===== src/rtl/axi4_pkg.sv =====
// Shared AXI4 slave definitions: arbiter state encodings, burst-length type and
// channel encodings used by the slave's channel FSMs.
package axi4_pkg;

  typedef logic [1:0] arb_state_t;
  localparam arb_state_t ARB_IDLE   = 2'd0;
  localparam arb_state_t ARB_WR_OWN = 2'd1;
  localparam arb_state_t ARB_RD_OWN = 2'd2;

  typedef logic [7:0] burst_len_t;

  // Identity of an engine, as stored in last_served and returned by the picker.
  localparam logic SRC_WR = 1'b0;
  localparam logic SRC_RD = 1'b1;

  localparam logic [1:0] BURST_FIXED = 2'b00;
  localparam logic [1:0] BURST_INCR  = 2'b01;
  localparam logic [1:0] BURST_WRAP  = 2'b10;

  localparam logic [1:0] RESP_OKAY   = 2'b00;
  localparam logic [1:0] RESP_EXOKAY = 2'b01;
  localparam logic [1:0] RESP_SLVERR = 2'b10;
  localparam logic [1:0] RESP_DECERR = 2'b11;

endpackage


===== src/rtl/axi4_rr_pick.sv =====
// Two-way round-robin pick between the write and read engines.
// On a contest the engine that was not served last wins.
module axi4_rr_pick
  import axi4_pkg::*;
(
  input  logic req_wr,
  input  logic req_rd,
  input  logic last_served,
  output logic winner,
  output logic valid
);

  always_comb begin
    valid  = req_wr | req_rd;
    winner = (req_wr & req_rd) ? ~last_served : (req_rd ? SRC_RD : SRC_WR);
  end

endmodule


===== src/rtl/axi4_mem_port_arbiter.sv =====
// Burst-granular round-robin owner of the single-port backing memory; muxes the
// owning engine's beats onto the memory port and flags beats from the other engine.
module axi4_mem_port_arbiter
  import axi4_pkg::*;
#(
  parameter  int unsigned ADDR_W = 32,
  parameter  int unsigned DATA_W = 32,
  localparam int unsigned STRB_W = DATA_W / 8
) (
  input  logic              clk,
  input  logic              ARESETn,
  input  logic              wr_req,
  input  logic [7:0]        wr_len,
  input  logic              wr_beat,
  input  logic [ADDR_W-1:0] wr_addr,
  input  logic [DATA_W-1:0] wr_data,
  input  logic [STRB_W-1:0] wr_strb,
  output logic              wr_gnt,
  input  logic              rd_req,
  input  logic [7:0]        rd_len,
  input  logic              rd_beat,
  input  logic [ADDR_W-1:0] rd_addr,
  output logic              rd_gnt,
  output logic              mem_en,
  output logic              mem_we,
  output logic [ADDR_W-1:0] mem_addr,
  output logic [DATA_W-1:0] mem_wdata,
  output logic [STRB_W-1:0] mem_wstrb,
  output logic              last_beat,
  output logic              proto_err
);

  arb_state_t state_q, state_d;
  burst_len_t len_q, len_d;
  burst_len_t beat_cnt_q, beat_cnt_d;
  logic       last_served_q, last_served_d;
  logic       proto_err_q, proto_err_d;

  logic is_wr, is_rd, own_beat;
  logic pick_last, pick_winner, pick_valid;

  assign is_wr = (state_q == ARB_WR_OWN);
  assign is_rd = (state_q == ARB_RD_OWN);

  // Mid-burst the current owner counts as last served, so a pending request
  // from the other engine wins the handover on the final beat.
  assign pick_last = (state_q == ARB_IDLE) ? last_served_q : (is_rd ? SRC_RD : SRC_WR);

  axi4_rr_pick u_pick (
    .req_wr      (wr_req),
    .req_rd      (rd_req),
    .last_served (pick_last),
    .winner      (pick_winner),
    .valid       (pick_valid)
  );

  always_comb begin
    own_beat      = (is_wr & wr_beat) | (is_rd & rd_beat);
    last_beat     = own_beat & (beat_cnt_q == len_q);
    state_d       = state_q;
    len_d         = len_q;
    beat_cnt_d    = beat_cnt_q;
    last_served_d = last_served_q;
    proto_err_d   = (wr_beat & ~is_wr) | (rd_beat & ~is_rd);

    if ((state_q == ARB_IDLE) || last_beat) begin
      if (last_beat) begin
        last_served_d = is_rd ? SRC_RD : SRC_WR;
      end
      beat_cnt_d = '0;
      if (pick_valid) begin
        state_d = (pick_winner == SRC_RD) ? ARB_RD_OWN : ARB_WR_OWN;
        len_d   = (pick_winner == SRC_RD) ? rd_len : wr_len;
      end else begin
        state_d = ARB_IDLE;
      end
    end else if (own_beat) begin
      beat_cnt_d = beat_cnt_q + 8'd1;
    end
  end

  always_ff @(posedge clk or negedge ARESETn) begin
    if (!ARESETn) begin
      state_q       <= ARB_IDLE;
      len_q         <= '0;
      beat_cnt_q    <= '0;
      last_served_q <= SRC_RD;
      proto_err_q   <= 1'b0;
    end else begin
      state_q       <= state_d;
      len_q         <= len_d;
      beat_cnt_q    <= beat_cnt_d;
      last_served_q <= last_served_d;
      proto_err_q   <= proto_err_d;
    end
  end

  assign wr_gnt    = is_wr;
  assign rd_gnt    = is_rd;
  assign proto_err = proto_err_q;

  always_comb begin
    mem_en    = 1'b0;
    mem_we    = 1'b0;
    mem_addr  = '0;
    mem_wdata = '0;
    mem_wstrb = '0;
    case (state_q)
      ARB_WR_OWN: begin
        mem_en    = wr_beat;
        mem_we    = 1'b1;
        mem_addr  = wr_addr;
        mem_wdata = wr_data;
        mem_wstrb = wr_strb;
      end
      ARB_RD_OWN: begin
        mem_en   = rd_beat;
        mem_addr = rd_addr;
      end
      default: ;
    endcase
  end

endmodule

===== config.mk =====
export PLATFORM = sky130hd
export DESIGN_NAME = axi4_mem_port_arbiter
export DESIGN_NICKNAME = d
export VERILOG_FILES = /design/src/rtl/axi4_pkg.sv /design/src/rtl/axi4_rr_pick.sv /design/src/rtl/axi4_mem_port_arbiter.sv
export SDC_FILE = /design/constraint.sdc
export NUM_CORES = 1
export LEC_CHECK = 0
export CORE_AREA = 2 2 76 78
export CTS_BUF_LIST = sky130_fd_sc_hd__clkbuf_2 sky130_fd_sc_hd__clkbuf_4 sky130_fd_sc_hd__clkbuf_8
export DETAILED_ROUTE_END_ITERATION = 8
export DIE_AREA = 0 0 78 80
export DONT_BUFFER_PORTS = 1
export GPL_TIMING_DRIVEN = 0
export PLACE_DENSITY = 0.52
export SETUP_SLACK_MARGIN = 0.05
export SLEW_MARGIN = 5
export SYNTH_ARGS = -nofsm -noshare
export SYNTH_HDL_FRONTEND = slang
export SYNTH_SLANG_ARGS = --single-unit

===== constraint.sdc =====
create_clock -name clk -period 2.1 [get_ports clk]
set_input_delay 0.21 -clock clk [delete_from_list [all_inputs] [get_ports clk]]
set_output_delay 0.21 -clock clk [all_outputs]
set_load 0.05 [all_outputs]

==> results of run 1 <==
-- worst max-delay path, stage by stage (launching register included) --
cell and delay (ns):
dfrtp_1 0.43, inv_2 0.10, ha_4 0.25, buf_8 0.13
a22o_1 0.14, buf_6 0.11, nand3_4 0.06, nor4_4 0.78
o22ai_4 0.25, mux2_4 0.36
-- stage by stage --
stage,hold WS (ns),std cells,setup TNS [ns]
2_1_floorplan,-0.0856,208,-9.63
3_3_place_gp,-0.0848,280,-18.13
3_5_place_dp,-0.0847,280,-18.43
4_1_cts,0.0805,308,-15.24
5_1_grt,0.0837,315,-20.78
6_report,0.0913,315,-16.21
-- timing repair --
action / CTS / global route
gates resized for setup: 172 / 52
gates cloned: 4 / 1
hold buffers: 1 / 0
pin swaps: 16 / 17
buffers inserted: 19 / 9
endpoints found under the hold margin: 20 / 0
endpoints found under the setup margin: 89 / 87
-- flip-flops by register name, indices dropped and copies added, names as in the netlist --
name,count
len_q,8
state_q,2
last_served_q,1
beat_cnt_q,8
proto_err,1
-- Yosys cell counts, types with 4 or more instances --
| master | count |
|---|---|
| mux2_2 | 17 |
| clkbuf_1 | 13 |
| and2_1 | 37 |
| nor2_1 | 8 |
| ha_1 | 4 |
| nand4_1 | 4 |
| buf_4 | 4 |
| mux2i_1 | 4 |
| dfrtp_1 | 19 |
| xor2_1 | 7 |
| nor2b_1 | 32 |
| a22oi_1 | 32 |
| inv_1 | 5 |
| xnor2_1 | 8 |
-- cells by family (layout without fill, tap and decap cells) --
kind of cell    after synthesis  in the layout  share of synthesized area [%]
simple gates                 88             88                           29.6
compound gates               37             37                           15.6
buf+inv                      23             58                           5.53
mux                          21             21                           12.5
flops                        20             20                           27.0
xor+xnor                     15             15                           7.08
fa+ha+maj                     4              4                           2.70
-- per-layer routing --
| metal | GRT usage [%] | vias up | routed length, µm |
|---|---|---|---|
| li1 | - | 787 | - |
| met1 | 23.9 | 862 | 2680 |
| met2 | 34.9 | 94 | 3700 |
| met3 | 4.52 | 15 | 457 |
| met4 | 6.84 | 0 | 174 |
| met5 | 0 | - | 0 |
-- where the power goes --
group          internal, mW  leakage (nW)  switching [mW]
combinational        0.0167         0.773          0.0154
clock                 0.148        0.0262           0.129
sequential            0.386         0.262         0.00405
total                 0.551          1.06           0.149
-- worst max-delay path by stage --
| stage | from | endpoint | slack, ns | depth (start not counted) |
|---|---|---|---|---|
| after floorplan | state_q[0] | len_q[0] | -0.58 | 9 |
| after global placement | state_q[0] | len_q[2] | -0.88 | 9 |
| after detailed placement | state_q[0] | len_q[2] | -0.89 | 9 |
| after CTS | state_q[0] | len_q[6] | -0.68 | 9 |
| after global routing | state_q[0] | len_q[6] | -0.77 | 9 |
| final | state_q[0] | len_q[6] | -0.64 | 9 |
-- layout by cell type, fill, tap and decap left out, types with 7 or more instances in the layout --
cell	netlist	final
buf_4	4	15
mux2_2	17	16
nor2_2	0	7
a22oi_2	0	32
and2_4	0	37
xor2_1	7	7
buf_6	0	15
dfrtp_1	19	19
xnor2_1	8	8
buf_8	0	11
nor2b_4	0	32
-- layout make-up --
| cell class | count | area [µm²] |
|---|---|---|
| buffer | 17 | 230 |
| fill | 455 | 2340 |
| tap | 72 | 90.1 |
| clock buffer | 4 | 48.8 |
| timing repair buffer | 32 | 360 |
| sequential | 20 | 502 |
| inverter | 5 | 18.8 |
| multi-input combinational | 165 | 1810 |
==> run metrics, run 1 <==
total clock sinks 20; Power Total roughly 700 µW; DRT Wirelength 7000 µm; Row Count 27; share of layout cells above drive strength 1 between 70% and 80%; Main synth FF type dfrtp_1; CP Launch Type flip-flop; ranking of synthesized cells by area dfrtp_1 26%, a22oi_1 13%, and2_1 12%; total congestion overflow 0; drt first pass iters 4; CP Capture Type flip-flop; NumNets Final 370; Syn Std Cell Area roughly 0.0019 mm²; I/O pin count around 200; outcome complete, but fails checks; Starting DRT DRC Count 62; post-route cell area 0.00306 mm²; CTS tree yes; vias per inst about 5.6; PD cells 229 mW/mm²; first-pass GRT wire length between 9000 and 10000 µm; fin util between 50 and 60%; port bufs 0; Synth top area share between 20 and 30%; Synth Register Bits 20; max-slew violation count 0; final worst path period need between 2 and 3 ns; Place WS -0.885 ns; Worst Max-Slew Pin Slew 1.03 ns; period utilisation layout 130%; CP required ~2.3 ns; r2r endpoint len_q[6]; Worst slew margin approximately 31%; Synth cell types 28; H-Tree Depth 1; DR WL/cell 22.2 µm; initial core utilization between 30% and 40%; worst-skew pair later-pin latency ~0.26 ns; syn_area_per_cell 8.92 µm²; number of buffers created by CTS 3; failing checks negative setup slack; Fmax roughly 370 MHz; syn nets between 300 and 400; worst reg-to-reg path cell count 9; area leader, netlist dfrtp_1; Post-Syn Instances 208; MaxCap Viol Count 0; Detail Route Antenna Nets 0; CTS root buffer clkbuf_8; Reg-to-Reg Start state_q[0]; worst hold stages 2; largest net degree at the start of global routing 21; floorplan die area 0.00624 mm²; Die X-Extent 78 µm; setup violators final 59; skew final between 0.007 and 0.008 ns; P&R area growth vs syn 64.9%; async set or reset register ratio after synthesis 100%; post-detail-place hpwl 4600 µm; core area approximately 0.0054 mm²; Remaining DRCs 0; post-synthesis sequential area ratio between 20% and 30%; Final Hold Vio Count 0; hold endpoint proto_err; RSZ-0062 raised after global routing true; Reg clk slew, reported paths around 0.08 ns; Routability Congestion approximately 0.87; Die H 80 µm; Vias about 1800; initial antenna violation count 0; CTS max path bufs 2; Hold/Removal Path Class input pin to flip-flop; placed cell areas around 0.0021 mm²; Arr. time, crit path about 2.9 ns; Max VDD drop between 0.00015 and 0.0002 V; hold_sp wr_beat; GR Util All Layers 19.9%; Diodes inserted 0; CP Max Fanout 8; Synth Warn # 0; CP Class flip-flop to flip-flop; Post-synth EDFFs 0; Lkg Pwr between 1 and 1.5 nW; vias in the first global route about 1800; R2R setup slack -0.64 ns; final worst slack -0.638 ns
Power figures use the tool's default switching activity.
==> run 2, diff against run 1 <==
--- a/config.mk
+++ b/config.mk
@@ -13,6 +13,7 @@
 export GPL_TIMING_DRIVEN = 0
 export PLACE_DENSITY = 0.52
 export SETUP_SLACK_MARGIN = 0.05
+export SKIP_LAST_GASP = 1
 export SLEW_MARGIN = 5
 export SYNTH_ARGS = -nofsm -noshare
 export SYNTH_HDL_FRONTEND = slang
==> run metrics, run 2 (synthesis results as in run 1) <==
Worst setup startpoint state_q[0]; fin util between 50% and 60%; H-Tree Depth 1; worst setup path end len_q[6]; port bufs 0; Vias around 1800; total negative setup slack -16.50 ns; Remaining DRCs 0; Arr. time, crit path between 2 and 3 ns; Row Count 27; Worst Max-Slew Pin Slew just over 1 ns; P&R area growth vs syn 64.1%; Lkg Pwr 1.06 nW; floorplan die area 0.00624 mm²; MaxCap Viol Count 0; PD cells 230 mW/mm²; largest net degree at the start of global routing 21; commonest cells after routing, fill and taps aside 37 x and2_4, 32 x a22oi_2, 32 x nor2b_4, 19 x dfrtp_1, 18 x buf_4; final non-filler cell total 316; Worst slew margin between 30 and 40%; skew final 0.00612 ns; CTS tree yes; CP Max Fanout 8; period utilisation layout 130%; Hold/Removal Path Class input pin to flip-flop; initial antenna violation count 0; R2R setup slack -0.64 ns; setup violators final between 60 and 70; drt first pass iters 4; Post-Place Cells 280; I/O pin count between 150 and 200; Die H around 80 µm; worst reg-to-reg path cell count 9; CP Launch Type flip-flop; DR WL/cell 22.3 µm; Final Hold Vio Count 0; CP Class flip-flop to flip-flop; vias per inst approximately 5.6; CTS root buffer clkbuf_8; final worst slack -0.638 ns; total congestion overflow 0; Place WS -0.885 ns; vias in the first global route 1764; share of layout cells above drive strength 1 78.3%; CP Capture Type flip-flop; GR Util All Layers about 20%; Fmax between 300 and 400 MHz; post-route cell area ~0.003 mm²; NumNets Final ~370; Reg-to-Reg Start state_q[0]; first-pass GRT wire length around 9500 µm; max-slew violation count 0; Detail Route Antenna Nets 0; CP required 2.25 ns; total clock sinks 20; failing checks negative setup slack; placed cell areas 0.00208 mm²; Diodes inserted 0; worst-skew pair later-pin latency 0.26 ns; Routability Congestion 0.867; initial core utilization between 30 and 40%; Max VDD drop 0.000154 V; core area ~0.0054 mm²; final worst path period need approximately 2.7 ns; Starting DRT DRC Count 53; post-detail-place hpwl between 4000 and 5000 µm; most common cell after layout, fill and taps aside and2_4; DRT Wirelength between 7000 and 8000 µm; Reg clk slew, reported paths 0.08 ns; number of buffers created by CTS 3; largest registers beat_cnt_q x8, len_q x8, state_q x2; CTS max path bufs 2; outcome complete, but fails checks; r2r endpoint len_q[6]; Die X-Extent around 78 µm; RSZ-0062 raised after global routing true
[run 2: final cells by class]
cell class / count / area (µm²)
fillers: 461 / 2360
inverters: 5 / 18.8
repair buffers: 34 / 368
clock buffers: 4 / 48.8
well taps: 72 / 90.1
plain buffers: 16 / 208
multi-input cells: 165 / 1810
flip-flops and latches: 20 / 502
[run 2: per-layer routing]
metal	part of all wire [%]	up-vias	GRT usage (%)
met5	0	-	0
met4	1.8	0	7.19
met3	6.7	13	4.52
met2	54	92	35.1
met1	38	876	23.8
li1	-	790	-
[run 2: worst min-delay path by stage]
stage | from | to | slack (ns) | cells after the start
floorplan | ARESETn | beat_cnt_q[0] | -0.09 | 0
global placement | ARESETn | len_q[5] | -0.08 | 0
detailed placement | ARESETn | len_q[5] | -0.08 | 0
CTS | wr_beat | proto_err | 0.08 | 2
global route | rd_beat | proto_err | 0.08 | 2
finish | wr_beat | proto_err | 0.09 | 2
[run 2: per-stage QoR]
step | hold WS [ns] | power, mW
floorplan | -0.0856 | 0.417
global placement | -0.0848 | 0.419
detailed placement | -0.0847 | 0.420
CTS | 0.0805 | 0.709
global route | 0.0837 | 0.724
finish | 0.0890 | 0.700
[run 2: what timing repair did]
action	4_1_cts	5_1_grt
gates resized for setup	169	53
pin swaps	14	15
gates cloned	4	1
buffers inserted	19	11
hold buffers	1	0
endpoints found under the hold margin	20	0
endpoints found under the setup margin	89	87
[run 2: power breakdown]
| group | switching [mW] | internal, mW |
|---|---|---|
| registers | 0.00405 | 0.386 |
| logic | 0.0154 | 0.0170 |
| clock network | 0.130 | 0.148 |
[run 2: critical path, stage by stage, from the launching register on]
cell and delay, ns:
dfrtp_1 0.43, inv_2 0.10, ha_4 0.25, buf_8 0.13, a22o_1 0.14, buf_6 0.11
nand3_4 0.06, nor4_4 0.78, o22ai_4 0.25, mux2_4 0.36
